===== config.mk =====
export PLATFORM = sky130hd
export DESIGN_NAME = vga_timing_gen
export DESIGN_NICKNAME = d
export VERILOG_FILES = /design/src/rtl/vga_timing_pkg.sv /design/src/rtl/pixel_strobe_gen.sv /design/src/rtl/vga_timing_gen.sv
export SDC_FILE = /design/constraint.sdc
export NUM_CORES = 1
export LEC_CHECK = 0
export BUFFER_PORTS_ARGS = -buffer_cell sky130_fd_sc_hd__buf_4
export CAP_MARGIN = 20
export CORE_UTILIZATION = 55
export DETAILED_ROUTE_END_ITERATION = 16
export PLACE_DENSITY = 0.8
export SLEW_MARGIN = 20
export SYNTH_ARGS = -nofsm -noshare
export SYNTH_HDL_FRONTEND = slang
export SYNTH_SLANG_ARGS = --single-unit

===== constraint.sdc =====
create_clock -name clk -period 2.55 [get_ports clk]
set_clock_uncertainty 0.1 [all_clocks]
set_input_delay 0.1275 -clock clk [delete_from_list [all_inputs] [get_ports clk]]
set_output_delay 0.1275 -clock clk [all_outputs]
set_load 0.02 [all_outputs]

===== src/rtl/vga_timing_pkg.sv =====
// Default 640x480@60 timing constants and the shared total-length helper.
package vga_timing_pkg;

   localparam int unsigned vga_h_active = 640;
   localparam int unsigned vga_h_front  = 16;
   localparam int unsigned vga_h_sync   = 96;
   localparam int unsigned vga_h_back   = 48;
   localparam int unsigned vga_v_active = 480;
   localparam int unsigned vga_v_front  = 10;
   localparam int unsigned vga_v_sync   = 2;
   localparam int unsigned vga_v_back   = 33;

   // Full period of one axis from its four region lengths.
   function automatic int unsigned total_len(input int unsigned active,
                                             input int unsigned front,
                                             input int unsigned sync,
                                             input int unsigned back);
      return active + front + sync + back;
   endfunction

endpackage


===== src/rtl/pixel_strobe_gen.sv =====
// Divides the system clock by R into a one-clk pixel strobe.
module pixel_strobe_gen #(
   parameter int unsigned R = 2
) (
   input  logic clk,
   input  logic rst,
   output logic pixel_en
);

   localparam int unsigned w_c  = (R > 1) ? $clog2(R) : 1;
   localparam logic [w_c-1:0] last = w_c'(R - 1);

   logic [w_c-1:0] div;

   // Strobe is registered from the terminal count, so the first one lands R clks after reset.
   always_ff @(posedge clk) begin
      if (rst) begin
         div      <= '0;
         pixel_en <= 1'b0;
      end else begin
         div      <= (div == last) ? '0 : div + w_c'(1);
         pixel_en <= (div == last);
      end
   end

endmodule


===== src/rtl/vga_timing_gen.sv =====
// VGA raster timing: sync, blanking, position and a lookahead fetch position, all registered.
module vga_timing_gen
   import vga_timing_pkg::*;
#(
   parameter int unsigned clk_mhz   = 50,
   parameter int unsigned pixel_mhz = 25,
   parameter int unsigned h_active  = vga_h_active,
   parameter int unsigned h_front   = vga_h_front,
   parameter int unsigned h_sync    = vga_h_sync,
   parameter int unsigned h_back    = vga_h_back,
   parameter int unsigned v_active  = vga_v_active,
   parameter int unsigned v_front   = vga_v_front,
   parameter int unsigned v_sync    = vga_v_sync,
   parameter int unsigned v_back    = vga_v_back,
   parameter logic        hsync_pol = 1'b0,
   parameter logic        vsync_pol = 1'b0,
   parameter int unsigned lookahead = 2,
   localparam int unsigned h_total  = total_len(h_active, h_front, h_sync, h_back),
   localparam int unsigned v_total  = total_len(v_active, v_front, v_sync, v_back),
   localparam int unsigned w_x      = $clog2(h_total),
   localparam int unsigned w_y      = $clog2(v_total)
) (
   input  logic           clk,
   input  logic           rst,
   output logic           pixel_en,
   output logic           hsync,
   output logic           vsync,
   output logic           display_on,
   output logic [w_x-1:0] x,
   output logic [w_y-1:0] y,
   output logic           line_start,
   output logic           frame_start,
   output logic [w_x-1:0] fetch_x,
   output logic [w_y-1:0] fetch_y,
   output logic           fetch_valid
);

   localparam int unsigned ratio    = clk_mhz / pixel_mhz;
   localparam int unsigned hs_start = h_active + h_front;
   localparam int unsigned hs_end   = hs_start + h_sync;
   localparam int unsigned vs_start = v_active + v_front;
   localparam int unsigned vs_end   = vs_start + v_sync;
   localparam logic [w_x-1:0] h_last  = w_x'(h_total - 1);
   localparam logic [w_y-1:0] v_last  = w_y'(v_total - 1);
   localparam logic [w_x-1:0] hf_init = w_x'(lookahead % h_total);

   logic [w_x-1:0] h, hf;
   logic [w_y-1:0] v, vf;
   logic           in_hsync, in_vsync, in_display, in_fetch;

   pixel_strobe_gen #(.R(ratio)) u_strobe (
      .clk      (clk),
      .rst      (rst),
      .pixel_en (pixel_en)
   );

   // Region decode of the current raster and fetch positions.
   always_comb begin
      in_hsync   = (32'(h) >= hs_start) && (32'(h) < hs_end);
      in_vsync   = (32'(v) >= vs_start) && (32'(v) < vs_end);
      in_display = (32'(h) < h_active) && (32'(v) < v_active);
      in_fetch   = (32'(hf) < h_active) && (32'(vf) < v_active);
   end

   // Outputs capture the decode of (h,v) on each strobe while the counters step forward.
   always_ff @(posedge clk) begin
      if (rst) begin
         h           <= '0;
         v           <= '0;
         hf          <= hf_init;
         vf          <= '0;
         hsync       <= ~hsync_pol;
         vsync       <= ~vsync_pol;
         display_on  <= 1'b0;
         x           <= '0;
         y           <= '0;
         line_start  <= 1'b0;
         frame_start <= 1'b0;
         fetch_x     <= '0;
         fetch_y     <= '0;
         fetch_valid <= 1'b0;
      end else if (pixel_en) begin
         x           <= h;
         y           <= v;
         display_on  <= in_display;
         hsync       <= in_hsync ? hsync_pol : ~hsync_pol;
         vsync       <= in_vsync ? vsync_pol : ~vsync_pol;
         line_start  <= (h == '0);
         frame_start <= (h == '0) && (v == '0);
         fetch_x     <= hf;
         fetch_y     <= vf;
         fetch_valid <= in_fetch;

         if (h == h_last) begin
            h <= '0;
            v <= (v == v_last) ? '0 : v + w_y'(1);
         end else begin
            h <= h + w_x'(1);
         end

         if (hf == h_last) begin
            hf <= '0;
            vf <= (vf == v_last) ? '0 : vf + w_y'(1);
         end else begin
            hf <= hf + w_x'(1);
         end
      end else begin
         line_start  <= 1'b0;
         frame_start <= 1'b0;
      end
   end

endmodule


Yosys cells after proc, flatten, opt, wreduce, memory -nomap -nowiden
Cells that the tools add are included.

word-level totals
  register bits after elaboration = 88
  bits of input ports = 2
  output and inout port bits = 47
  word-level logic and storage cells = 51

operators by class
  add/subtract/negate cells = 5
  order comparisons = 8
  eq/ne operators = 4
  mux-type cells = 6
  bitwise operators = 1
  reduce and logical (&&, ||, !) cells = 11

operators by type and width
  operator                                                     number
  adder 10 x 1 -> 10 bit, second input constant                4
  equality test 10 bit, second input constant                  4
  two-way mux 10 bit                                           4
  less-than comparator 10 bit, second input constant           3
  less-than comparator 10 x 9 -> 1 bit, second input constant  3
  zero test 10 bit                                             2
  >= comparator 10 bit, second input constant                  1
  >= comparator 10 x 9 -> 1 bit, second input constant         1
  logical AND 1 bit                                            5
  AND reduction 2 bit                                          2
  OR reduction 2 bit                                           2
  two-way mux 1 bit                                            2
  adder 1 bit, second input constant                           1
  inverter 1 bit                                               1

Depth between registers and ports, before layout
  word-level depth = 3
  gate-level depth with buffers = 6
  gate-level depth less buffers = 6

Hierarchy
A second synthesis with hierarchy kept.

second synthesis, totals
  cells, all modules = 405
  area, all modules = 3789.9 µm²

by module, submodules not included
  module            times used  cells an instance  area an instance (µm²)  seq. area each (µm²)
  vga_timing_gen    1           401                3732.3                  1721.7
  pixel_strobe_gen  1           4                  57.6                    40.0

Worst setup path before layout
No wires, ideal clock.

  path type = register to register
  start point = register hf[5]
  end point = register vf[8]
  library setup time = 0.072 ns
  data arrival time = 2.090 ns
  data required time = 2.378 ns
  path slack = 0.288 ns
  stages on the path, launching flop included = 6
  path buffers = 1
  clock period less this slack = 2.262 ns
  cells stage by stage = dfxtp_1 -> or4b_1 -> buf_2 -> or4_4 -> or4_1 -> a21oi_1

between the ends
  word-level cells in the longest chain between the ends = 2

ends and longest elaborated chain
  what                           line                   source
  start: declaration             vga_timing_gen.sv:47   logic [w_x-1:0] h, hf;
  start signal: assignment       vga_timing_gen.sv:70   hf <= hf_init;
  start signal: assignment       vga_timing_gen.sv:105  hf <= hf + w_x'(1);
  equality test 10 bit           vga_timing_gen.sv:101  if (hf == h_last) begin
  AND reduction 2 bit (no line)  n/a
  end signal: assignment         vga_timing_gen.sv:103  vf <= (vf == v_last) ? '0 : vf + w_y'(1);
  end: declaration               vga_timing_gen.sv:48   logic [w_y-1:0] v, vf;

No other way between the ends.
A chain may end at the register's enable or synchronous reset.

Worst setup path in the final report
Same ends and word-level chain as after synthesis.

==> reports/qor.yml <==
status:
  status: "finished, final reports clean"
die:
  core_area_mm2: 0.00646
  ios: 49
  die_h_um: 84.6
  dieArea_mm2: 0.00716
  die_w_um: 84.6
  start_util_pct: 58.1
  num_rows: 29
routing:
  drc: 0
  vias: 3011
  wire_per_inst_um: 14.1
  drt-initial-drc-count: 157
  viasPerCell: 5.63
  drtAntennaViolNets: 0
  drt_pass1_iterations: 6
  drt-total-wl_mm: 7.57
critical_path:
  cp-start-kind: "flop"
  required_ns: 2.74
  cp.arrival_ns: 2.59
  crit_path_end_kind: "flop"
  cp_max_fo: 7
  path_class: "reg2reg"
clock_network:
  clk_root_buffer_cell: "clkbuf_8"
  cts-resized-gates: 0
  tritoncts: "built"
  hold_buffers: 0
  insertion_delay_ns: 0.35
  clk_pin_slew_worst_paths_ns: 0.08
  numCtsBuffers: 9
  htreeDepth: 3
  cts_setup_buffers: 0
  cts_buffer_depth: 2
  cts_sinks: 88
yosys:
  synth_area_mm2: 0.00375
  synthTopCellsByArea: "dfxtp_1, mux2i_1, nor2_1"
  synth-edff-count: 0
  synth_top_cells_by_count: "dfxtp_1, nor2_1, mux2i_1"
  synth_seq_cells: 88
  yosysSeqAreaShare_pct: 46.9
  syn_avg_cell_area_um2: 9.05
  synth_cell_types: 40
  synth_nets: 425
  synthCells: 415
  synth_top_area_cell: "dfxtp_1"
  ys.warnings.count: 0
  async_reset_ff_share_pct: 0
  yosysMostFrequentCell: "dfxtp_1"
  ys.flop_type: "dfxtp_1"
  synth_top_area_share_pct: 46.9
timing:
  min_period_over_period_pct: 94.3
  period_needed_ns: 2.41
  hold_viol_final: 0
  slew-limit-headroom_pct: 56.6
  finalSetupViolCount: 0
  slew_violations: 0
  worstMarginPinSlew_ns: 0.651
  finalSetupTns_ns: 0
  clock.fmax_mhz: 416
  rsz0062_at_grt: "false"
  setup_ws_ns: 0.144
grt:
  gr-total-overflow: 0
  track_usage_pct: 22.2
  grt_max_degree: 66
  grt_pass1_wl_mm: 12.7
  grt_pass1_vias: 2713
  antenna_found_initial: 0
pwr:
  swShare_pct: 22.1
  seqPwrFrac_pct: 57.6
  totalPowerFinal_w: 0.00245
  power.switching_w: 0.000539
  combPwrFrac_pct: 4.6
  internal_power_w: 0.00191
  power.leakage_nw: 1.59
  peakVddDrop_uv: 460
  power_density_mw_per_mm2: 564
  clkPwrFrac_pct: 37.9
placed_design:
  place_ws_ns: 0.195
  place_area_mm2: 0.00415
  gp_congestion: 0.885
  io_buffers: 48
  hpwl_mm: 5.09
finish:
  fin_util_pct: 67.1
  final_nets: 464
  multiInputGateArea_mm2: 0.00181
  area_growth_pct: 15.5
  diodes: 0
  regArea_mm2: 0.00176
  fin_area_mm2: 0.00434
  num-fill-cells: 523
  drive_above_1_share_pct: 16.4
flow_run:
  cap_violations: 0
min_path:
  hp-class: "in2reg"
-- sequential cells by signal, indices dropped and copies added, names as in the netlist, 10 cells and up --
| signal | count |
|---|---|
| x | 10 |
| y | 10 |
| v | 10 |
| h | 10 |
| hf | 10 |
| fetch_y | 10 |
| vf | 10 |
| fetch_x | 10 |
-- worst max-delay path, cell delays in order (launching register included) --
cell and delay, ns:
dfxtp_1 0.35, or4b_1 0.68, or4_4 0.55, or4_1 0.51
a21oi_1 0.15
-- cell type report --
class	count	share of cell area, %
clock inverters	3	0.981
flip-flops and latches	88	40.7
multi-input cells	285	41.8
clock buffers	12	3.35
well taps	77	2.22
inverters	13	1.13
repair buffers	57	9.87
-- metal layers --
layer | global-route usage (%) | share of wire [%]
met1 | 30.8 | 50
met2 | 33.9 | 45
met3 | 3.54 | 3.5
met4 | 10.5 | 2.0
met5 | 0 | 0
-- stage by stage --
stage               hold slack [ns]  instances
global route                  0.211        535
floorplan                     0.225        415
global placement              0.291        520
finish                        0.184        535
CTS                           0.181        535
detailed placement            0.300        520
-- power by group through the flow --
stage / clock (W) / sequential (W) / combinational, W
after floorplan: 0 / 0.00144 / 0.0000841
after detailed placement: 0 / 0.00144 / 0.000112
after CTS: 0.000948 / 0.00141 / 0.000112
after global routing: 0.000996 / 0.00141 / 0.000123
after global placement: 0 / 0.00144 / 0.000110
final: 0.000926 / 0.00141 / 0.000112
-- cell usage in the layout (no fill, tap or decap), types with 5 or more instances in the layout --
cell / n
xnor2_1: 15
o21ai_0: 6
ha_1: 8
buf_4: 57
a21oi_1: 15
nand2_1: 18
nand3_1: 21
dfxtp_1: 87
nor3_1: 21
mux2i_1: 41
nor4_1: 10
clkbuf_8: 10
nand2b_1: 7
or3_1: 5
nor2_1: 63
and3_1: 5
inv_1: 13
xor2_1: 7
nand4_1: 16
-- logic make-up after synthesis --
| family | Yosys count | share of synthesized area (%) |
|---|---|---|
| compound gates | 30 | 4.70 |
| xor+xnor | 22 | 5.13 |
| fa+ha+maj | 8 | 2.67 |
| buf+inv | 42 | 4.80 |
| flops | 88 | 46.9 |
| mux | 41 | 10.9 |
| simple gates | 184 | 24.9 |
-- path summary, 6_finish.rpt --
| check | to | cells after the start | from | slack, ns |
|---|---|---|---|---|
| worst max-delay path | vf[8] | 4 | hf[5] | 0.14 |
| worst min-delay path | u_strobe.div | 2 | rst | 0.18 |
| worst max register to register | vf[8] | 4 | hf[5] | 0.14 |
| worst min register to register | u_strobe.div | 1 | u_strobe.div | 0.31 |
(Power assumes the default switching activity.)
